==> src/rtl/estagio_busca_pkg.sv <==
// Shared fetch/decode definitions: bubble instruction, reset PC, fetch FSM states, opcodes.
// No logic of its own.
// No flow control here.
package estagio_busca_pkg;

    localparam logic [31:0] INSTR_NOP       = 32'h0000_0013;
    localparam logic [31:0] PC_RESET_PADRAO = 32'h0000_0000;

    localparam logic [6:0] OP_ANDI = 7'b0010011;
    localparam logic [6:0] OP_LH   = 7'b0000011;
    localparam logic [6:0] OP_SH   = 7'b0100011;
    localparam logic [6:0] OP_BNE  = 7'b1100011;

    typedef enum logic [1:0] {
        BUSCA     = 2'd0,
        ESPERA_ID = 2'd1,
        DESCARTE  = 2'd2
    } estado_t;

    typedef struct packed {
        logic [31:0] instr;
        logic [31:0] pc;
    } ifid_t;

endpackage

==> src/rtl/if_id_reg.sv <==
// IF/ID pipeline register with flush (bubble), load and hold.
// Latency: 1 cycle from load/flush to outputs.
// Backpressure: holds contents whenever neither load nor flush is asserted.
module if_id_reg
    import estagio_busca_pkg::*;
#(
    parameter logic [31:0] NOP = INSTR_NOP
) (
    input  logic        clk,
    input  logic        rst_n,
    input  logic        carga,
    input  logic        descarga,
    input  ifid_t       dado,
    output logic [31:0] instrucao,
    output logic [6:0]  opcode,
    output logic [31:0] pc_id,
    output logic        valido_id
);

    // Flush keeps pc_id so a bubble still carries the last PC seen by decode.
    always_ff @(posedge clk) begin
        if (!rst_n) begin
            instrucao <= NOP;
            opcode    <= NOP[6:0];
            pc_id     <= '0;
            valido_id <= 1'b0;
        end else if (descarga) begin
            instrucao <= NOP;
            opcode    <= NOP[6:0];
            valido_id <= 1'b0;
        end else if (carga) begin
            instrucao <= dado.instr;
            opcode    <= dado.instr[6:0];
            pc_id     <= dado.pc;
            valido_id <= 1'b1;
        end
    end

endmodule

==> src/rtl/estagio_busca.sv <==
// Instruction fetch stage: PC, fetch FSM, stall buffer and IF/ID register.
// Latency: word visible in IF/ID one cycle after imem_ready (zero bubbles at 1-cycle memory).
// Backpressure: stall freezes IF/ID; a word returned under stall parks in a one-entry buffer.
module estagio_busca
    import estagio_busca_pkg::*;
#(
    parameter logic [31:0] PC_RESET = PC_RESET_PADRAO,
    parameter logic [31:0] NOP      = INSTR_NOP
) (
    input  logic        clk,
    input  logic        rst_n,
    output logic [31:0] imem_addr,
    output logic        imem_req,
    input  logic [31:0] imem_rdata,
    input  logic        imem_ready,
    input  logic        stall,
    input  logic        desvio,
    input  logic [31:0] alvo_desvio,
    output logic [31:0] instrucao,
    output logic [6:0]  opcode,
    output logic [31:0] pc_id,
    output logic        valido_id
);

    estado_t     estado;
    logic [31:0] pc;
    logic [31:0] addr_descarte;
    ifid_t       buffer;
    logic        buf_vld;
    logic        ativo;
    logic        pronto;
    logic        carga;
    logic        descarga;
    ifid_t       dado;

    // ativo delays the first request by one cycle after reset, so a stray
    // ready from an abandoned transaction cannot be mistaken for a fetch.
    assign imem_req  = rst_n & ativo & (estado != ESPERA_ID);
    assign imem_addr = (estado == DESCARTE) ? addr_descarte : pc;
    assign pronto    = imem_req & imem_ready;

    always_comb begin
        dado     = '{instr: imem_rdata, pc: pc};
        carga    = 1'b0;
        descarga = 1'b0;
        if (estado == ESPERA_ID) begin
            dado = buffer;
        end
        if (desvio) begin
            descarga = 1'b1;
        end else if (!stall) begin
            case (estado)
                BUSCA: begin
                    carga    = pronto;
                    descarga = !pronto;
                end
                ESPERA_ID: carga    = buf_vld;
                DESCARTE:  descarga = 1'b1;
                default:   descarga = 1'b1;
            endcase
        end
    end

    always_ff @(posedge clk) begin
        if (!rst_n) begin
            pc            <= PC_RESET;
            estado        <= BUSCA;
            buffer        <= '0;
            buf_vld       <= 1'b0;
            addr_descarte <= '0;
            ativo         <= 1'b0;
        end else begin
            ativo <= 1'b1;
            if (desvio) begin
                pc      <= alvo_desvio & ~32'd3;
                buf_vld <= 1'b0;
                case (estado)
                    BUSCA: begin
                        // The old address must stay on the bus until memory answers.
                        if (imem_req && !imem_ready) begin
                            estado        <= DESCARTE;
                            addr_descarte <= pc;
                        end else begin
                            estado <= BUSCA;
                        end
                    end
                    ESPERA_ID: estado <= BUSCA;
                    DESCARTE:  estado <= pronto ? BUSCA : DESCARTE;
                    default:   estado <= BUSCA;
                endcase
            end else begin
                case (estado)
                    BUSCA: begin
                        if (pronto) begin
                            if (stall) begin
                                buffer  <= '{instr: imem_rdata, pc: pc};
                                buf_vld <= 1'b1;
                                estado  <= ESPERA_ID;
                            end else begin
                                pc <= pc + 32'd4;
                            end
                        end
                    end
                    ESPERA_ID: begin
                        if (!stall) begin
                            pc      <= pc + 32'd4;
                            buf_vld <= 1'b0;
                            estado  <= BUSCA;
                        end
                    end
                    DESCARTE: begin
                        if (pronto) begin
                            estado <= BUSCA;
                        end
                    end
                    default: estado <= BUSCA;
                endcase
            end
        end
    end

    if_id_reg #(
        .NOP(NOP)
    ) u_if_id (
        .clk       (clk),
        .rst_n     (rst_n),
        .carga     (carga),
        .descarga  (descarga),
        .dado      (dado),
        .instrucao (instrucao),
        .opcode    (opcode),
        .pc_id     (pc_id),
        .valido_id (valido_id)
    );

endmodule

==> config.mk <==
export PLATFORM = sky130hd
export DESIGN_NAME = estagio_busca
export DESIGN_NICKNAME = d
export VERILOG_FILES = /design/src/rtl/estagio_busca_pkg.sv /design/src/rtl/if_id_reg.sv /design/src/rtl/estagio_busca.sv
export SDC_FILE = /design/constraint.sdc
export NUM_CORES = 1
export LEC_CHECK = 0
export CORE_ASPECT_RATIO = 0.9
export CORE_MARGIN = 10
export CORE_UTILIZATION = 33
export DETAILED_ROUTE_END_ITERATION = 8
export SLEW_MARGIN = 20
export SYNTH_ARGS = -nofsm -noshare
export SYNTH_HDL_FRONTEND = slang
export SYNTH_HIERARCHICAL = 1
export SYNTH_SLANG_ARGS = --single-unit
==> constraint.sdc <==
create_clock -name clk -period 6.4 [get_ports clk]
set_input_delay 0.96 -clock clk [delete_from_list [all_inputs] [get_ports clk]]
set_output_delay 0.96 -clock clk [all_outputs]
set_load 0.02 [all_outputs]
After elaboration in Yosys (flattened, before gate mapping)
Index checks and enable logic that the tools add are counted.
{"block": "classes", "add_sub_neg": 1, "eq_ne": 10, "mux": 26, "bitwise": 6, "n_reduce_logical": 15}
{"cell": "two-way mux 32 bit", "count": 4}
{"cell": "two-way mux 64 bit", "count": 1}
{"cell": "one-hot mux 32 bit (2 select lines)", "count": 1}
{"cell": "adder 32 x 3 -> 32 bit (second input constant)", "count": 1}
{"cell": "two-way mux 2 bit", "count": 7}
{"cell": "!= test 3 bit (second input constant)", "count": 4}
{"cell": "AND reduction 4 bit", "count": 3}
{"cell": "two-way mux 1 bit", "count": 8}
{"cell": "!= test 2 bit (second input constant)", "count": 3}
{"cell": "one-hot mux 1 bit (2 select lines)", "count": 3}
{"cell": "one-hot mux 2 bit (3 select lines)", "count": 1}
{"cell": "AND reduction 2 bit", "count": 3}
{"cell": "one-hot mux 2 bit (2 select lines)", "count": 1}
{"cell": "OR reduction 2 bit", "count": 2}
{"cell": "bitwise AND 1 bit", "count": 3}
{"cell": "NOT 1 bit", "count": 3}
{"cell": "AND reduction 3 bit", "count": 1}
{"cell": "nonzero test 3 bit", "count": 1}
{"cell": "equality test 2 x 1 -> 1 bit (second input constant)", "count": 1}
{"cell": "equality test 2 bit (second input constant)", "count": 1}
{"cell": "logical NOT 1 bit", "count": 2}
{"cell": "logical NOT 2 bit", "count": 1}
{"cell": "!= test 2 x 1 -> 1 bit (second input constant)", "count": 1}
{"cell": "nonzero test 2 bit", "count": 1}
{"cell": "logical AND 1 bit", "count": 1}
{"block": "totals", "regBits": 204, "in_bits": 69, "output_inout_bits": 105, "wordCells": 70}

Depth between registers and ports, before layout
{"block": "logic_depth", "depth_word": 9, "mapped_depth": 9}

By module
Netlist, hierarchy kept.
{"module": "estagio_busca", "instances": 1, "cells_each": 782, "area_each_um2": 6368.6, "seq_area_each_um2": 2522.4}
{"module": "if_id_reg", "instances": 1, "cells_each": 255, "area_each_um2": 2509.9, "seq_area_each_um2": 1301.2}

Least setup slack after synthesis
No wires, ideal clock.
{"block": "synth_timing", "path_type": "input -> output", "start": "input rst_n", "end": "output imem_req", "arrival_time_ns": 1.726, "required_ns": 5.440, "slack_ns": 3.714, "cell_stages": 3, "path_cell_list": "clkbuf_1 clkbuf_1 and3_1"}
{"block": "synth_between", "elab_chain_len": 2}
{"element": "start, declared", "line": "estagio_busca.sv:11", "rtl": "input logic rst_n,"}
{"element": "bitwise AND 1 bit (2 in series)", "line": "estagio_busca.sv:38", "rtl": "assign imem_req = rst_n & ativo & (estado != ESPERA_ID);"}
{"element": "end, declared", "line": "estagio_busca.sv:13", "rtl": "output logic imem_req,"}
Every way passes these cells.

Final worst setup path
{"block": "layout_timing", "start": "register estado[0]", "end": "output imem_addr[15]"}
{"block": "layout_between", "elab_chain_len": 2}
{"element": "start, declared", "line": "estagio_busca.sv:25", "rtl": "estado_t estado;"}
{"element": "start signal, assigned", "line": "estagio_busca.sv:88", "rtl": "DESCARTE: estado <= pronto ? BUSCA : DESCARTE;"}
{"element": "equality test 2 bit", "line": "estagio_busca.sv:39", "rtl": "assign imem_addr = (estado == DESCARTE) ? addr_descarte : pc;"}
{"element": "two-way mux 32 bit", "line": "estagio_busca.sv:39"}
{"element": "end, declared", "line": "estagio_busca.sv:12", "rtl": "output logic [31:0] imem_addr,"}
Every way passes these cells.

==> results.md <==
* Post-synth cell types at 57
* Leak pwr at a little under 4 nW
* Register-to-register setup slack at 3.43 ns
* Syn_area_per_cell at 8.56 sq um
* Setup WS pre-CTS at 2.30 ns
* Drt via density at 5.05
* DRC errors left at 0
* Clock tree buffer depth at 2
* Non-Filler Instances at around 1500
* Fin. Hold Viols at 0
* Status: finished, final reports clean
* PostCTS Resize Cnt at 0
* Min-delay src: addr_descarte[15]$_SDFFE_PN0P_
* Layout filler cell count at between 2000 and 3000
* Worst-Skew Late Latency at ~0.44 ns
* Reg-to-reg startpoint: ativo$_DFF_P_
* Leading cell type in the layout, fill and taps excluded: nand2_1
* Cts bufs inserted at 17
* Final Cycle Share at 61.5%
* Setup crit start kind: flop
* Initial Utilization at approximately a third
* Dpl cells at 1465
* Post-synth top area cell: dfxtp_1
* Post-Syn Instances at 1037
* Req. time, crit path at 5.44 ns
* CTS tree: yes
* R2r endpoint: u_if_id/pc_id[29]$_SDFFE_PN0P_
* Number of flops mapped to enable cells by yosys at 0
* Pin count of the biggest net entering global routing at between 80 and 90
* R2R cell count at 8
* Final Max Tran Viols at 0
* Peak Freq at around 250 MHz
* Hold Path Depth at 2
* Async SR Flop Fraction at 0%
* Post-DRT Antenna Nets at 0
* Vias at 7558
* Final Skew at between 0.02 and 0.025 ns
* Synth top area share at 43.1%
* Chip width at around 190 microns
* Peak supply drop at around 0.13 mV
* Root buf cell: clkbuf_16
* Met1 GRT Util at about a fifth
* Layout Nets at 1206
* CORE AREA at 26300 sq um
* Reg clk slew, reported paths at around 0.090 ns
* Routing usage on met3 at approximately 5%
* Routed WL per cell at ~18 microns
* Hold/Removal Path Class: flop to flop
* Setup Buffers After CTS at 0
* Initial antenna violation count at 1
* Yosys reg bits at 191
* Crit. End Element: primary output
* # port buffers at ~170
* Leading cell types in the layout, fill and taps excluded: nand2_1 (251), dfxtp_1 (191), clkdlybuf4s50_1 (168), mux2_2 (92), a21oi_1 (74)
* Sequential element share of the synthesized area at 43.1%
* Pwr dens at roughly 230 nW/um^2
* Setup-failing EPs final at 0
* Post-layout min period at around 4 ns
* Placer congestion estimate at slightly above 0.8
* Post-route setup TNS at 0 ns
* Total Wirelength at 26400 microns
* Total GRT Usage at between 15 and 20%
* Final WS setup at between 2 and 2.5 ns
* Gr busiest metal: met2
* CP arrival at between 2 and 3 ns
* Layout cells sized above 1 at around an eighth
* DP HPWL at 17200 microns
* Rel. slew slack at between 30% and 40%
* Crit path kind: flop to primary output
* GRT overflow at 0
* Layout Area Growth over Synthesis at 26.5%
* Post-synth top flop: dfxtp_1
* IO Count at ~170
* Met2 usage at 25.0%
* Max FO, Critical Path at 18
* Ys Warns at 6
* Largest cells by area after synthesis: dfxtp_1 (43%), mux2_2 (12%), nand2_1 (11%)
* TritonCTS sink count at ~190
* H-tree Lvls at 4
* DR iter-0 viols at between 400 and 500
* Cell Area, Synth at 8880 sq um
* Vias in the first global route at between 7000 and 8000
* CTS Hold Buffers Added at 0
* Max-cap violations at 0
* Hold endpoint: addr_descarte[15]$_SDFFE_PN0P_
* Row count at 56
* Die area at around 34000 sq um
* Actual slew at the worst max-slew pin at about 0.95 ns
* First-pass GRT wire length at ~42000 microns
* Die Ht at 176 microns
* First-pass DRT Iterations at 5
* RSZ-0062 raised after global routing: false
[cell usage after synthesis (4+ instances only)]
cell type    n
a211o_1      4
mux2i_1     62
nor4_1       7
nand4_1      9
mux2_2      92
xor2_1       4
clkbuf_1    60
or3_1        5
dfxtp_1    191
nand2_1    251
and3_1       6
o31ai_1     11
nand2b_1     6
nor3_1       7
a31oi_1     13
buf_6        5
buf_2       14
o21ai_0     33
nor2_1      42
inv_1        5
buf_4       13
buf_1        9
o311a_1      4
nand3_1     51
clkbuf_2     4
nor2b_1      4
a21oi_1     74
or4_1       16
[per-stage QoR]
step | power (mW) | instance area [sq um] | util (%) | hold slack [ns]
finish | 2.60 | 11200 | 42.7 | 0.451
global route | 2.70 | 11200 | 42.7 | 0.467
CTS | 2.63 | 11200 | 42.7 | 0.454
detailed placement | 1.53 | 10600 | 40.5 | 0.443
global placement | 1.53 | 10600 | 40.5 | 0.439
floorplan | 1.41 | 8890 | - | 0.432
[state kept, by name, indices dropped and copies added, names as in the netlist]
signal,flops
addr_descarte,30
ativo,1
buf_vld,1
buffer,62
estado,2
pc,30
u_if_id/instrucao,32
u_if_id/pc_id,32
u_if_id/valido_id,1
[cell families after synthesis]
group / share of synthesized area, %
AO/OA/AOI/OAI: 9.89
flip-flops: 43.1
adder cells (fa/ha/maj): 0.141
XOR/XNOR: 0.691
buffers and inverters: 5.88
AND/OR/NAND/NOR: 21.6
other: 0.0422
multiplexers: 18.7
[routing by layer]
layer	up-vias	share of wire [%]
met5	-	0
met4	0	1.4
met3	22	7.3
met2	173	47
met1	3598	45
li1	3765	-
[critical path, cell delays in order, from the launching register on]
cell and delay [ns]:
dfxtp_1 0.57, nand2b_1 0.63, buf_4 0.41, mux2_2 0.37
clkdlybuf4s50_1 0.56
[area by class of cell]
type                       instances  area (sq um)  area share, %
antenna                            1          2.50         0.0223
inverter                           5          18.8          0.167
clock buffer                      18           429           3.82
timing repair buffer             182          1790           15.9
clock inverter                    14           169           1.50
multi-input combinational        739          4570           40.7
tap                              348           435           3.88
sequential                       191          3820           34.0
[how the worst max path moves through the flow]
stage	start	slack (ns)	cells after the start	endpoint
floorplan	rst_n	3.71	3	imem_req
global placement	rst_n	2.35	9	u_if_id/pc_id[15]$_SDFFE_PN0P_
detailed placement	rst_n	2.30	9	u_if_id/pc_id[29]$_SDFFE_PN0P_
CTS	estado[0]$_SDFFE_PN0P_	2.40	4	imem_addr[15]
global route	estado[0]$_SDFFE_PN0P_	2.29	4	imem_addr[15]
finish	estado[0]$_SDFFE_PN0P_	2.46	4	imem_addr[15]
[report_power, final]
part	leakage (nW)	internal, mW	switching [mW]	total (mW)
Combinational	2.01	0.125	0.127	0.251
Sequential	1.55	1.21	0.0403	1.25
Clock	0.294	0.563	0.533	1.10
Total	3.85	1.90	0.700	2.60
(Power assumes the default switching activity.)
